--- src/rtl/safe_ctrl_pkg.sv ---
// Shared types and constants for the safe access controller.
package safe_ctrl_pkg;

  localparam int NUM_DIGITS = 4;
  localparam int PIN_W      = 16;
  localparam int DIGIT_W    = 4;

  typedef enum logic [2:0] {
    IDLE   = 3'd0,
    SRST   = 3'd1,
    DIGIT  = 3'd2,
    SETTLE = 3'd3,
    RESP   = 3'd4
  } state_e;

  // Digit k of a PIN, digit 0 being the most significant nibble.
  function automatic logic [DIGIT_W-1:0] pin_digit(input logic [PIN_W-1:0] pin,
                                                   input logic [1:0]       k);
    logic [DIGIT_W-1:0] d;
    case (k)
      2'd0:    d = pin[15:12];
      2'd1:    d = pin[11:8];
      2'd2:    d = pin[7:4];
      2'd3:    d = pin[3:0];
      default: d = {DIGIT_W{1'b0}};
    endcase
    return d;
  endfunction

endpackage

--- src/rtl/safe_rr_arbiter.sv ---
// Masked round-robin arbiter: searches upward from ptr, wrapping, for the
// first request that is not masked. Purely combinational.
module safe_rr_arbiter #(
  parameter int NUM_REQ = 4,
  parameter int IDX_W   = 2
) (
  input  logic [NUM_REQ-1:0] req,
  input  logic [NUM_REQ-1:0] mask,
  input  logic [IDX_W-1:0]   ptr,
  output logic [NUM_REQ-1:0] grant,
  output logic [IDX_W-1:0]   grant_idx,
  output logic               grant_any
);

  int cand_s;

  // Pick the first unmasked requester at or after ptr.
  always_comb begin
    grant     = '0;
    grant_idx = '0;
    grant_any = 1'b0;
    cand_s    = 0;
    for (int off = 0; off < NUM_REQ; off++) begin
      cand_s = int'(ptr) + off;
      if (cand_s >= NUM_REQ) begin
        cand_s = cand_s - NUM_REQ;
      end else begin
        cand_s = cand_s;
      end
      if (!grant_any && req[cand_s] && !mask[cand_s]) begin
        grant_any        = 1'b1;
        grant[cand_s]    = 1'b1;
        grant_idx        = IDX_W'(cand_s);
      end else begin
        grant_any = grant_any;
      end
    end
  end

endmodule

--- src/rtl/safe_access_ctrl.sv ---
// Shares one safe PIN-entry FSM between NUM_REQ requesters: round-robin
// grant, safe reset pulse, digit serialisation, unlock sampling, and
// per-requester failure counting with a lockout cooldown.
module safe_access_ctrl
  import safe_ctrl_pkg::*;
#(
  parameter int NUM_REQ         = 4,
  parameter int SAFE_RST_CYCLES = 2,
  parameter int SETTLE_CYCLES   = 2,
  parameter int MAX_FAILS       = 3,
  parameter int LOCKOUT_CYCLES  = 64
) (
  input  logic                         clk,
  input  logic                         reset_n,
  input  logic [NUM_REQ-1:0]           req_valid,
  input  logic [NUM_REQ*PIN_W-1:0]     req_pin,
  output logic [NUM_REQ-1:0]           req_ready,
  output logic                         rsp_valid,
  output logic [$clog2(NUM_REQ)-1:0]   rsp_id,
  output logic                         rsp_unlocked,
  output logic                         rsp_lockout,
  output logic [NUM_REQ-1:0]           locked_out,
  output logic                         safe_reset,
  output logic [DIGIT_W-1:0]           safe_din,
  output logic                         safe_din_valid,
  input  logic                         safe_unlocked
);

  localparam int IDX_W   = $clog2(NUM_REQ);
  localparam int CNT_MAX = (SAFE_RST_CYCLES > SETTLE_CYCLES) ? SAFE_RST_CYCLES : SETTLE_CYCLES;
  localparam int CNT_W   = $clog2(CNT_MAX + 1);
  localparam int FAIL_W  = $clog2(MAX_FAILS + 1);
  localparam int TMR_W   = $clog2(LOCKOUT_CYCLES + 1);

  state_e             state_r, state_nxt_s;
  logic [CNT_W-1:0]   cnt_r, cnt_nxt_s;
  logic [1:0]         dig_r, dig_nxt_s;
  logic [PIN_W-1:0]   pin_r;
  logic [IDX_W-1:0]   id_r, ptr_r;
  logic [FAIL_W-1:0]  fail_cnt_r [NUM_REQ];
  logic [FAIL_W-1:0]  fail_nxt_s [NUM_REQ];
  logic [TMR_W-1:0]   timer_r    [NUM_REQ];
  logic [TMR_W-1:0]   timer_nxt_s[NUM_REQ];
  logic [NUM_REQ-1:0] locked_r;

  logic [NUM_REQ-1:0] arb_grant_s;
  logic [IDX_W-1:0]   arb_idx_s;
  logic               arb_any_s;
  logic               arb_en_s;
  logic               take_s;

  logic               safe_reset_nxt_s, din_valid_nxt_s;
  logic [DIGIT_W-1:0] din_nxt_s;
  logic               rsp_valid_nxt_s, rsp_unl_nxt_s, rsp_lock_nxt_s;
  logic [IDX_W-1:0]   rsp_id_nxt_s;

  safe_rr_arbiter #(.NUM_REQ(NUM_REQ), .IDX_W(IDX_W)) u_arb (
    .req       (req_valid),
    .mask      (locked_r),
    .ptr       (ptr_r),
    .grant     (arb_grant_s),
    .grant_idx (arb_idx_s),
    .grant_any (arb_any_s)
  );

  // Grants only exist in IDLE and never while reset is applied.
  always_comb begin
    arb_en_s = (state_r == IDLE) && reset_n;
    take_s   = arb_en_s && arb_any_s;
    if (arb_en_s) begin
      req_ready = arb_grant_s;
    end else begin
      req_ready = '0;
    end
  end

  // FSM state and phase counters.
  always_ff @(posedge clk or negedge reset_n) begin
    if (!reset_n) begin
      state_r <= IDLE;
      cnt_r   <= '0;
      dig_r   <= 2'd0;
    end else begin
      state_r <= state_nxt_s;
      cnt_r   <= cnt_nxt_s;
      dig_r   <= dig_nxt_s;
    end
  end

  // Next-state sequencing through reset pulse, digits, settle and response.
  always_comb begin
    state_nxt_s = state_r;
    cnt_nxt_s   = cnt_r;
    dig_nxt_s   = dig_r;
    case (state_r)
      IDLE: begin
        if (take_s) begin
          state_nxt_s = SRST;
          cnt_nxt_s   = '0;
        end else begin
          state_nxt_s = IDLE;
        end
      end
      SRST: begin
        if (cnt_r == CNT_W'(SAFE_RST_CYCLES - 1)) begin
          state_nxt_s = DIGIT;
          cnt_nxt_s   = '0;
          dig_nxt_s   = 2'd0;
        end else begin
          cnt_nxt_s = cnt_r + CNT_W'(1);
        end
      end
      DIGIT: begin
        if (dig_r == 2'(NUM_DIGITS - 1)) begin
          state_nxt_s = SETTLE;
          cnt_nxt_s   = '0;
        end else begin
          dig_nxt_s = dig_r + 2'd1;
        end
      end
      SETTLE: begin
        if (cnt_r == CNT_W'(SETTLE_CYCLES - 1)) begin
          state_nxt_s = RESP;
          cnt_nxt_s   = '0;
        end else begin
          cnt_nxt_s = cnt_r + CNT_W'(1);
        end
      end
      RESP:    state_nxt_s = IDLE;
      default: state_nxt_s = IDLE;
    endcase
  end

  // Output values for the coming cycle, decoded from the next state.
  always_comb begin
    safe_reset_nxt_s = (state_nxt_s == SRST);
    if (state_nxt_s == DIGIT) begin
      din_valid_nxt_s = 1'b1;
      din_nxt_s       = pin_digit(pin_r, dig_nxt_s);
    end else begin
      din_valid_nxt_s = 1'b0;
      din_nxt_s       = '0;
    end
    if ((state_r == SETTLE) && (state_nxt_s == RESP)) begin
      rsp_valid_nxt_s = 1'b1;
      rsp_id_nxt_s    = id_r;
      rsp_unl_nxt_s   = safe_unlocked;
      rsp_lock_nxt_s  = !safe_unlocked && (fail_cnt_r[id_r] == FAIL_W'(MAX_FAILS - 1));
    end else begin
      rsp_valid_nxt_s = 1'b0;
      rsp_id_nxt_s    = '0;
      rsp_unl_nxt_s   = 1'b0;
      rsp_lock_nxt_s  = 1'b0;
    end
  end

  // Registered outputs; safe held in reset while reset_n is low.
  always_ff @(posedge clk or negedge reset_n) begin
    if (!reset_n) begin
      safe_reset     <= 1'b1;
      safe_din       <= '0;
      safe_din_valid <= 1'b0;
      rsp_valid      <= 1'b0;
      rsp_id         <= '0;
      rsp_unlocked   <= 1'b0;
      rsp_lockout    <= 1'b0;
    end else begin
      safe_reset     <= safe_reset_nxt_s;
      safe_din       <= din_nxt_s;
      safe_din_valid <= din_valid_nxt_s;
      rsp_valid      <= rsp_valid_nxt_s;
      rsp_id         <= rsp_id_nxt_s;
      rsp_unlocked   <= rsp_unl_nxt_s;
      rsp_lockout    <= rsp_lock_nxt_s;
    end
  end

  // Latch the winner's PIN and id and advance the round-robin pointer.
  always_ff @(posedge clk or negedge reset_n) begin
    if (!reset_n) begin
      pin_r <= '0;
      id_r  <= '0;
      ptr_r <= '0;
    end else if (take_s) begin
      pin_r <= req_pin[arb_idx_s*PIN_W +: PIN_W];
      id_r  <= arb_idx_s;
      if (arb_idx_s == IDX_W'(NUM_REQ - 1)) begin
        ptr_r <= '0;
      end else begin
        ptr_r <= arb_idx_s + IDX_W'(1);
      end
    end else begin
      pin_r <= pin_r;
    end
  end

  // Failure accounting in the RESP cycle and lockout timer countdown.
  always_comb begin
    for (int i = 0; i < NUM_REQ; i++) begin
      fail_nxt_s[i] = fail_cnt_r[i];
      if (timer_r[i] != '0) begin
        timer_nxt_s[i] = timer_r[i] - TMR_W'(1);
      end else begin
        timer_nxt_s[i] = timer_r[i];
      end
      if ((state_r == RESP) && (id_r == IDX_W'(i))) begin
        if (rsp_unlocked) begin
          fail_nxt_s[i] = '0;
        end else if (rsp_lockout) begin
          fail_nxt_s[i]  = '0;
          timer_nxt_s[i] = TMR_W'(LOCKOUT_CYCLES);
        end else begin
          fail_nxt_s[i] = fail_cnt_r[i] + FAIL_W'(1);
        end
      end else begin
        fail_nxt_s[i] = fail_cnt_r[i];
      end
    end
  end

  // Per-requester failure counters, timers and lockout flags.
  always_ff @(posedge clk or negedge reset_n) begin
    if (!reset_n) begin
      for (int i = 0; i < NUM_REQ; i++) begin
        fail_cnt_r[i] <= '0;
        timer_r[i]    <= '0;
      end
      locked_r <= '0;
    end else begin
      for (int i = 0; i < NUM_REQ; i++) begin
        fail_cnt_r[i] <= fail_nxt_s[i];
        timer_r[i]    <= timer_nxt_s[i];
        locked_r[i]   <= (timer_nxt_s[i] != '0);
      end
    end
  end

  assign locked_out = locked_r;

endmodule
--- config.mk ---
export PLATFORM = sky130hd
export DESIGN_NAME = safe_access_ctrl
export DESIGN_NICKNAME = d
export VERILOG_FILES = /design/src/rtl/safe_ctrl_pkg.sv /design/src/rtl/safe_rr_arbiter.sv /design/src/rtl/safe_access_ctrl.sv
export SDC_FILE = /design/constraint.sdc
export NUM_CORES = 1
export LEC_CHECK = 0
export ABC_AREA = 1
export BUFFER_PORTS_ARGS = -buffer_cell sky130_fd_sc_hd__buf_2
export CAP_MARGIN = 30
export CORE_ASPECT_RATIO = 1.2
export CORE_MARGIN = 2
export CORE_UTILIZATION = 26
export CTS_CLUSTER_SIZE = 14
export DETAILED_ROUTE_END_ITERATION = 6
export PLACE_DENSITY = 0.41
export SYNTH_ARGS = -nofsm -noshare
export SYNTH_HDL_FRONTEND = slang
export SYNTH_SLANG_ARGS = --single-unit
--- constraint.sdc ---
create_clock -name clk -period 3.3 [get_ports clk]
set_clock_uncertainty 0.05 [all_clocks]
set_input_delay 0 -clock clk [delete_from_list [all_inputs] [get_ports clk]]
set_output_delay 0 -clock clk [all_outputs]
set_load 0.1 [all_outputs]
==> impl_metrics.yaml, run 1 <==
clock_network:
  clock_sinks: 78
  htreeDepth: 3
  cts_root_buf: "clkbuf_16"
  clock_latency_ns: 0.34
  cts_buffers: 9
  cts_resized: 0
  clk_path_buf_depth: 2
  cts_tree: "yes"
  clk_pin_slew_ns: 0.06
timing:
  fin_crit_ns: 2.98
  fin_crit_sh: 0.903
  finalHoldViolCount: 0
  clock.fmax_ghz: 0.335
  timing.final.ws_setup_ns: 0.319
  worst_pin_slew_ns: 0.643
  max_slew_margin: 0.571
  finalMaxSlewViolations: 0
  fin_tns_setup_ns: 0
  finalSetupViolCount: 0
  rsz0062_at_grt: "no"
worst_setup_path:
  critPathKind: "reg -> out"
  worst_path_max_delay_cell: "dfrtp_1"
  worstPathMaxFanout: 11
  path_buf_inv: 3
  path_common_cell: "nand2_1"
  cpPeakStageDelay_ns: 0.57
  end_kind: "output pin"
  critical_path.top_delay_family: "simple AND/OR/NAND/NOR gates"
  cp.required_ns: 3.25
  crit_chain: "inv_2 -> ha_1 -> nand3b_2 -> nand2_1 -> nand2_1 -> o21ai_0 -> a21oi_1 -> o21ai_0 -> nand2_1 -> inv_1 -> buf_2"
  worst_setup_path_start_kind: "flop"
  crit_arrival_ns: 2.93
die:
  die_area_um2: 19300
  die_y_um: 152
  core_area_um2: 18000
  row_count: 54
  die_width_um: 127
  start_util: 0.262
  io_pins: 90
layout:
  n_antenna_cell: 0
  multi_input_area_um2: 2260
  area_growth_pct: 32.7
  drive_above_1_share: 0.159
  seqCellArea_um2: 1950
  final_nets: 884
  fillCellCount: 1894
flow_run:
  cap_violations: 0
power:
  p_int_mw: 3.11
  power_frac_seq: 0.273
  leakagePower_nw: 3.31
  p_sw_frac: 0.497
  powerDensity_nw_per_um2: 983
  power_frac_clock: 0.164
  p_comb_frac: 0.563
  p_switching_mw: 3.07
  vdd_drop_max_uv: 593
logic_synthesis:
  yosys_warnings: 0
  synth_flop_cell: "dfrtp_1"
  synth_edf_count: 0
  avgSynthCellArea_um2: 7.33
  synth_cells: 646
  syn_area_um2: 4730
  async_flop_share: 1.00
  synth_nets: 734
  synth_seq_area_share: 0.413
  synth_cell_type_count: 38
  synth-seq-cells: 78
detailed_routing:
  drt_iter0_drc: 130
  route.detailed.drc: 0
  avgRoutedWirePerCell_um: 12.1
  dr.pass1.iters: 4
  vias_per_cell: 4.35
  drt_wl_total_um: 12400
  vias: 4462
  final_antenna_net_count: 0
global_routing:
  grt_pass1_wl_um: 21200
  antenna_found_initial: 0
  grt_max_degree: 49
  grt.overflow.total: 0
  grt_usage: 0.136
  grt_pass1_vias: 4596
outcome:
  status: "finished, final reports clean"
place:
  numPortBuffers: 89
  gp_congestion: 0.786
  dpl.hpwl_um: 9340
  dp_slack_ns: 0.468
hold_path:
  holdCritPathClass: "in -> reg"
-- repair_timing --
action,CTS,global route
hold endpoints to repair,47,0
setup buffers,0,0
hold buffers,59,0
-- state kept, by name, summed over array words and instances (netlist names) --
signal / cells
rsp_lockout: 1
safe_din: 4
safe_reset: 1
timer_r: 28
id_r: 2
pin_r: 16
locked_out: 4
rsp_unlocked: 1
dig_r: 2
rsp_id: 2
safe_din_valid: 1
ptr_r: 2
state_r: 3
cnt_r: 2
rsp_valid: 1
fail_cnt_r: 8
-- cell usage in the layout, fill, tap and decap left out, drive strengths merged --
cell type    instances
a211oi               2
a21oi               31
a41oi                4
buf                 92
bufinv               1
clkbuf              12
clkinv               3
dfrtp               77
dfstp                1
dlygate4sd3         59
ha                  17
inv                114
nand2              192
nand3               57
nand3b               1
nand4                2
nor2                60
nor3                18
nor4                 3
o211ai               7
o21a                 1
o21ai               16
o221ai               1
o22ai                1
o311ai               1
o31ai                1
o41ai                1
or2                  7
or3                  1
xnor2                8
xor2                10
-- worst paths after layout --
| check | from | endpoint | slack [ns] | cells after the start |
|---|---|---|---|---|
| min | req_pin[5] | pin_r[5] | 0.006 | 7 |
| min in group asynchronous | reset_n | timer_r[13] | 0.09 | 2 |
| min reg2reg | pin_r[10] | pin_r[10] | 0.45 | 2 |
| max | ptr_r[0] | req_ready[3] | 0.32 | 11 |
| max reg2reg | ptr_r[0] | pin_r[12] | 0.48 | 11 |
| max in group asynchronous | reset_n | timer_r[0] | 2.11 | 3 |
-- stage by stage --
step                hold WS, ns  instance area (µm²)  utilization  std cells  power (mW)
detailed placement      -0.0784                 5390        0.299        950        5.18
global placement        -0.0796                 5390        0.299        950        5.15
floorplan                -0.346                 4730            -        646        4.55
finish                  0.00575                 6280        0.348       1025        6.18
CTS                     0.00171                 6280        0.348       1025        6.28
global route             0.0602                 6280        0.348       1025        6.85
-- final cells by class --
| type | instances | area share |
|---|---|---|
| clock inverters | 4 | 0.00717 |
| multi-input cells | 442 | 0.360 |
| well taps | 224 | 0.0446 |
| repair buffers | 151 | 0.169 |
| clock buffers | 12 | 0.0408 |
| inverters | 114 | 0.0681 |
| flip-flops and latches | 78 | 0.311 |
-- power by group through the flow --
stage	registers (mW)	clock network [mW]	logic, mW
global route	1.74	1.10	4.00
detailed placement	1.71	0	3.47
global placement	1.70	0	3.45
CTS	1.69	1.06	3.54
floorplan	1.87	0	2.67
finish	1.69	1.01	3.48
-- worst min-delay path, stage by stage --
cell     delay [ns]
buf_2          0.07
inv_1          0.03
nand2_1        0.05
nand3_1        0.06
nand2_1        0.06
nand2_1        0.04
nand2_1        0.05
-- layer usage --
layer  up-vias  track usage  routed length, µm
met5         -            0                  0
met4         0       0.0408                135
met3         8       0.0335                511
met2        94        0.249               6500
met1      2039        0.154               5270
li1       2321            -                  -
-- kinds of logic after synthesis --
logic type | synth area share
AOI/OAI and AO/OA | 0.0891
xor gates and xnor gates | 0.0333
adders and majority gates | 0.0449
buffers and inverters | 0.110
DFF | 0.413
and+or+nand+nor | 0.310
-- synthesized netlist by cell type, types with 4 or more instances --
library cell | instances | area share
or2_1 | 7 | 0.0092
xnor2_1 | 8 | 0.015
o211ai_1 | 5 | 0.0079
buf_4 | 4 | 0.0063
nand2_1 | 187 | 0.15
a41oi_1 | 4 | 0.0074
buf_6 | 4 | 0.0095
xor2_1 | 10 | 0.018
dfrtp_1 | 77 | 0.41
o21ai_0 | 14 | 0.015
nor2_1 | 57 | 0.045
inv_1 | 111 | 0.088
nor3_1 | 18 | 0.019
nand3_1 | 55 | 0.058
a21oi_1 | 30 | 0.032
ha_1 | 17 | 0.045
Note: power is estimated with default switching activity, not from simulation.
==> run 2, diff against run 1 <==
--- a/config.mk
+++ b/config.mk
@@ -16,4 +16,5 @@
 export PLACE_DENSITY = 0.41
 export SYNTH_ARGS = -nofsm -noshare
 export SYNTH_HDL_FRONTEND = slang
+export SYNTH_HIERARCHICAL = 1
 export SYNTH_SLANG_ARGS = --single-unit
==> run 2 against run 1 <==
Global-route usage grew 0.19 points. Wire length grew 3.0%. Cell count shrank 2.4%. Maximum frequency grew 1.9%. Clock-buffer cell count shrank 1. Highest routed layer unchanged. Critical endpoint is now pin_r[0]. Critical path depth grew 2.
==> impl_metrics.yaml, run 2 <==
outcome:
  status: "finished, final reports clean"
global_routing:
  grt_max_degree: 46
  antenna_found_initial: 0
  grt_usage: 0.138
  grt_pass1_wl_um: 21800
  grt_pass1_vias: 4732
  grt.overflow.total: 0
clock_network:
  clk_pin_slew_ns: 0.06
  cts_root_buf: "clkbuf_16"
  cts_buffers: 9
  clk_path_buf_depth: 2
  clock_sinks: 78
  htreeDepth: 3
  cts_resized: 0
  clock_latency_ns: 0.34
  cts_tree: "yes"
timing:
  timing.final.ws_setup_ns: 0.374
  worst_pin_slew_ns: 0.861
  fin_crit_ns: 2.93
  finalMaxSlewViolations: 0
  clock.fmax_ghz: 0.342
  fin_crit_sh: 0.887
  fin_tns_setup_ns: 0
  max_slew_margin: 0.425
  finalHoldViolCount: 0
  timing.hold.ws_ns: 0.00616
  finalSetupViolCount: 0
  rsz0062_at_grt: "no"
detailed_routing:
  drt_wl_total_um: 12800
  route.detailed.drc: 0
  avgRoutedWirePerCell_um: 12.8
  dr.pass1.iters: 4
  top_layer_used: "met4"
  wl_met3_um: 400
  drt_iter0_drc: 167
  vias: 4586
  vias_per_cell: 4.59
  final_antenna_net_count: 0
  wl_met2_um: 6870
  wl_met1_um: 5170
die:
  start_util: 0.265
  die_width_um: 128
  row_count: 54
  die_y_um: 153
  io_pins: 90
  die_area_um2: 19500
  core_area_um2: 18100
layout:
  instances_no_fill: 1000
  area_growth_pct: 24.8
  seqCellArea_um2: 1950
  mostFrequentLayoutCells: "160 x nand2_1, 94 x nor2_1, 88 x inv_1, 88 x buf_2, 77 x dfrtp_1"
  fin_util: 0.330
  multi_input_area_um2: 2420
  fillCellCount: 1974
  largest_register: "timer_r"
  drive_above_1_share: 0.187
  final_nets: 858
  fin_area_um2: 5980
  n_antenna_cell: 0
  reg_top3: "timer_r x28, pin_r x16, fail_cnt_r x8"
  largest_register_ffs: 28
  layout_commonest_cell: "nand2_1"
worst_setup_path:
  cpPeakStageDelay_ns: 0.50
  crit_arrival_ns: 3.12
  worst_path_max_delay_cell: "dfrtp_1"
  worst_setup_path_start_kind: "flop"
  cp.required_ns: 3.49
  critPathKind: "reg -> reg"
  path_common_cell: "inv_1"
  crit_chain: "inv_1 -> ha_1 -> inv_1 -> nand3_1 -> nand2_4 -> nor2_4 -> nand4_1 -> nand3_1 -> inv_1 -> o21ai_0 -> o22ai_1 -> nand2_1 -> nand2_1"
  worstPathMaxFanout: 33
  critical_path.top_delay_family: "simple AND/OR/NAND/NOR gates"
  path_buf_inv: 3
  end_kind: "flop"
place:
  place_area_um2: 5510
  gp_congestion: 0.826
  placed_cells: 970
  dpl.hpwl_um: 9680
  dp_slack_ns: 0.350
  numPortBuffers: 89
logic_synthesis:
  synth-seq-cells: 78
  avgSynthCellArea_um2: 7.22
  yosys_warnings: 6
  synth_nets: 751
  synth_common_cells: "160 x nand2_1, 94 x nor2_1, 88 x inv_1"
  synth_top_area_frac: 0.402
  synth_cell_type_count: 33
  yosysMostFrequentCell: "nand2_1"
  synth_seq_area_share: 0.408
  synth_cells: 664
  synth_largest_area_cell: "dfrtp_1"
  async_flop_share: 1.00
  synth_edf_count: 0
  synth_flop_cell: "dfrtp_1"
  syn_area_um2: 4790
  synth_area_leaders: "dfrtp_1 40%, nand2_1 13%, nor2_1 7.4%"
power:
  powerDensity_nw_per_um2: 1100
  p_comb_frac: 0.582
  p_int_mw: 3.29
  p_sw_frac: 0.501
  power_frac_seq: 0.250
  power_frac_clock: 0.168
  p_switching_mw: 3.31
  vdd_drop_max_uv: 588
  leakagePower_nw: 3.14
  p_total_mw: 6.60
flow_run:
  cap_violations: 0
hold_path:
  holdCritPathClass: "in -> reg"
## run 2: changes by cell type after synthesis, moves of 12 or more
| cell | change |
|---|---|
| nor2_1 | +37 |
| o21ai_0 | +30 |
| nand2_1 | -27 |
| inv_1 | -23 |
| nor3_1 | -18 |
| o22ai_1 | +15 |
| nand4_1 | +12 |
## run 2: layer usage
| metal | vias to the layer above | global-route usage |
|---|---|---|
| met5 | - | 0 |
| met4 | 0 | 0.0576 |
| met3 | 19 | 0.0302 |
| met2 | 68 | 0.254 |
| met1 | 2172 | 0.150 |
| li1 | 2327 | - |
## run 2: cell families (layout without fill, tap and decap cells)
family	after synthesis	in the layout	share of synthesized area
AND/OR/NAND/NOR	352	352	0.323
adder cells (fa/ha/maj)	16	16	0.0418
AO/OA/AOI/OAI	89	89	0.102
buffers and inverters	108	220	0.0872
flip-flops	78	78	0.408
XOR/XNOR	21	21	0.0384
## run 2: layout make-up
type,count,share of cell area
inverter,95,0.0601
multi-input combinational,478,0.405
sequential,78,0.327
timing repair buffer,109,0.106
tap,224,0.0469
clock buffer,11,0.0423
clock inverter,5,0.0136
## run 2: worst paths after layout
path	slack, ns	endpoint	start	depth (start not counted)
max	0.37	pin_r[0]	ptr_r[1]	13
min	0.006	pin_r[0]	req_pin[0]	5
max reg2reg	0.37	pin_r[0]	ptr_r[1]	13
min reg2reg	0.43	pin_r[0]	pin_r[0]	2
max in group asynchronous	2.14	timer_r[19]	reset_n	3
min in group asynchronous	0.09	timer_r[10]	reset_n	2
## run 2: worst reg2reg max path, delay by kind of cell, from the launching register on
| family | cells | cell delay, ns |
|---|---|---|
| and+or+nand+nor | 7 | 0.83 |
| DFF | 1 | 0.50 |
| AOI/OAI and AO/OA | 2 | 0.44 |
| buffers and inverters | 3 | 0.66 |
| adders and majority gates | 1 | 0.36 |
## run 2: power groups by stage
stage	Clock (mW)	Sequential, mW	Combinational, mW
final	1.11	1.65	3.84
after global routing	1.19	1.71	4.40
after CTS	1.16	1.66	3.90
after detailed placement	0	1.66	3.87
after global placement	0	1.66	3.85
after floorplan	0	1.90	2.76
## run 2: repair_timing
item,4_1_cts,5_1_grt
hold endpoints to repair,47,0
hold buffers,14,0
setup buffers,0,0
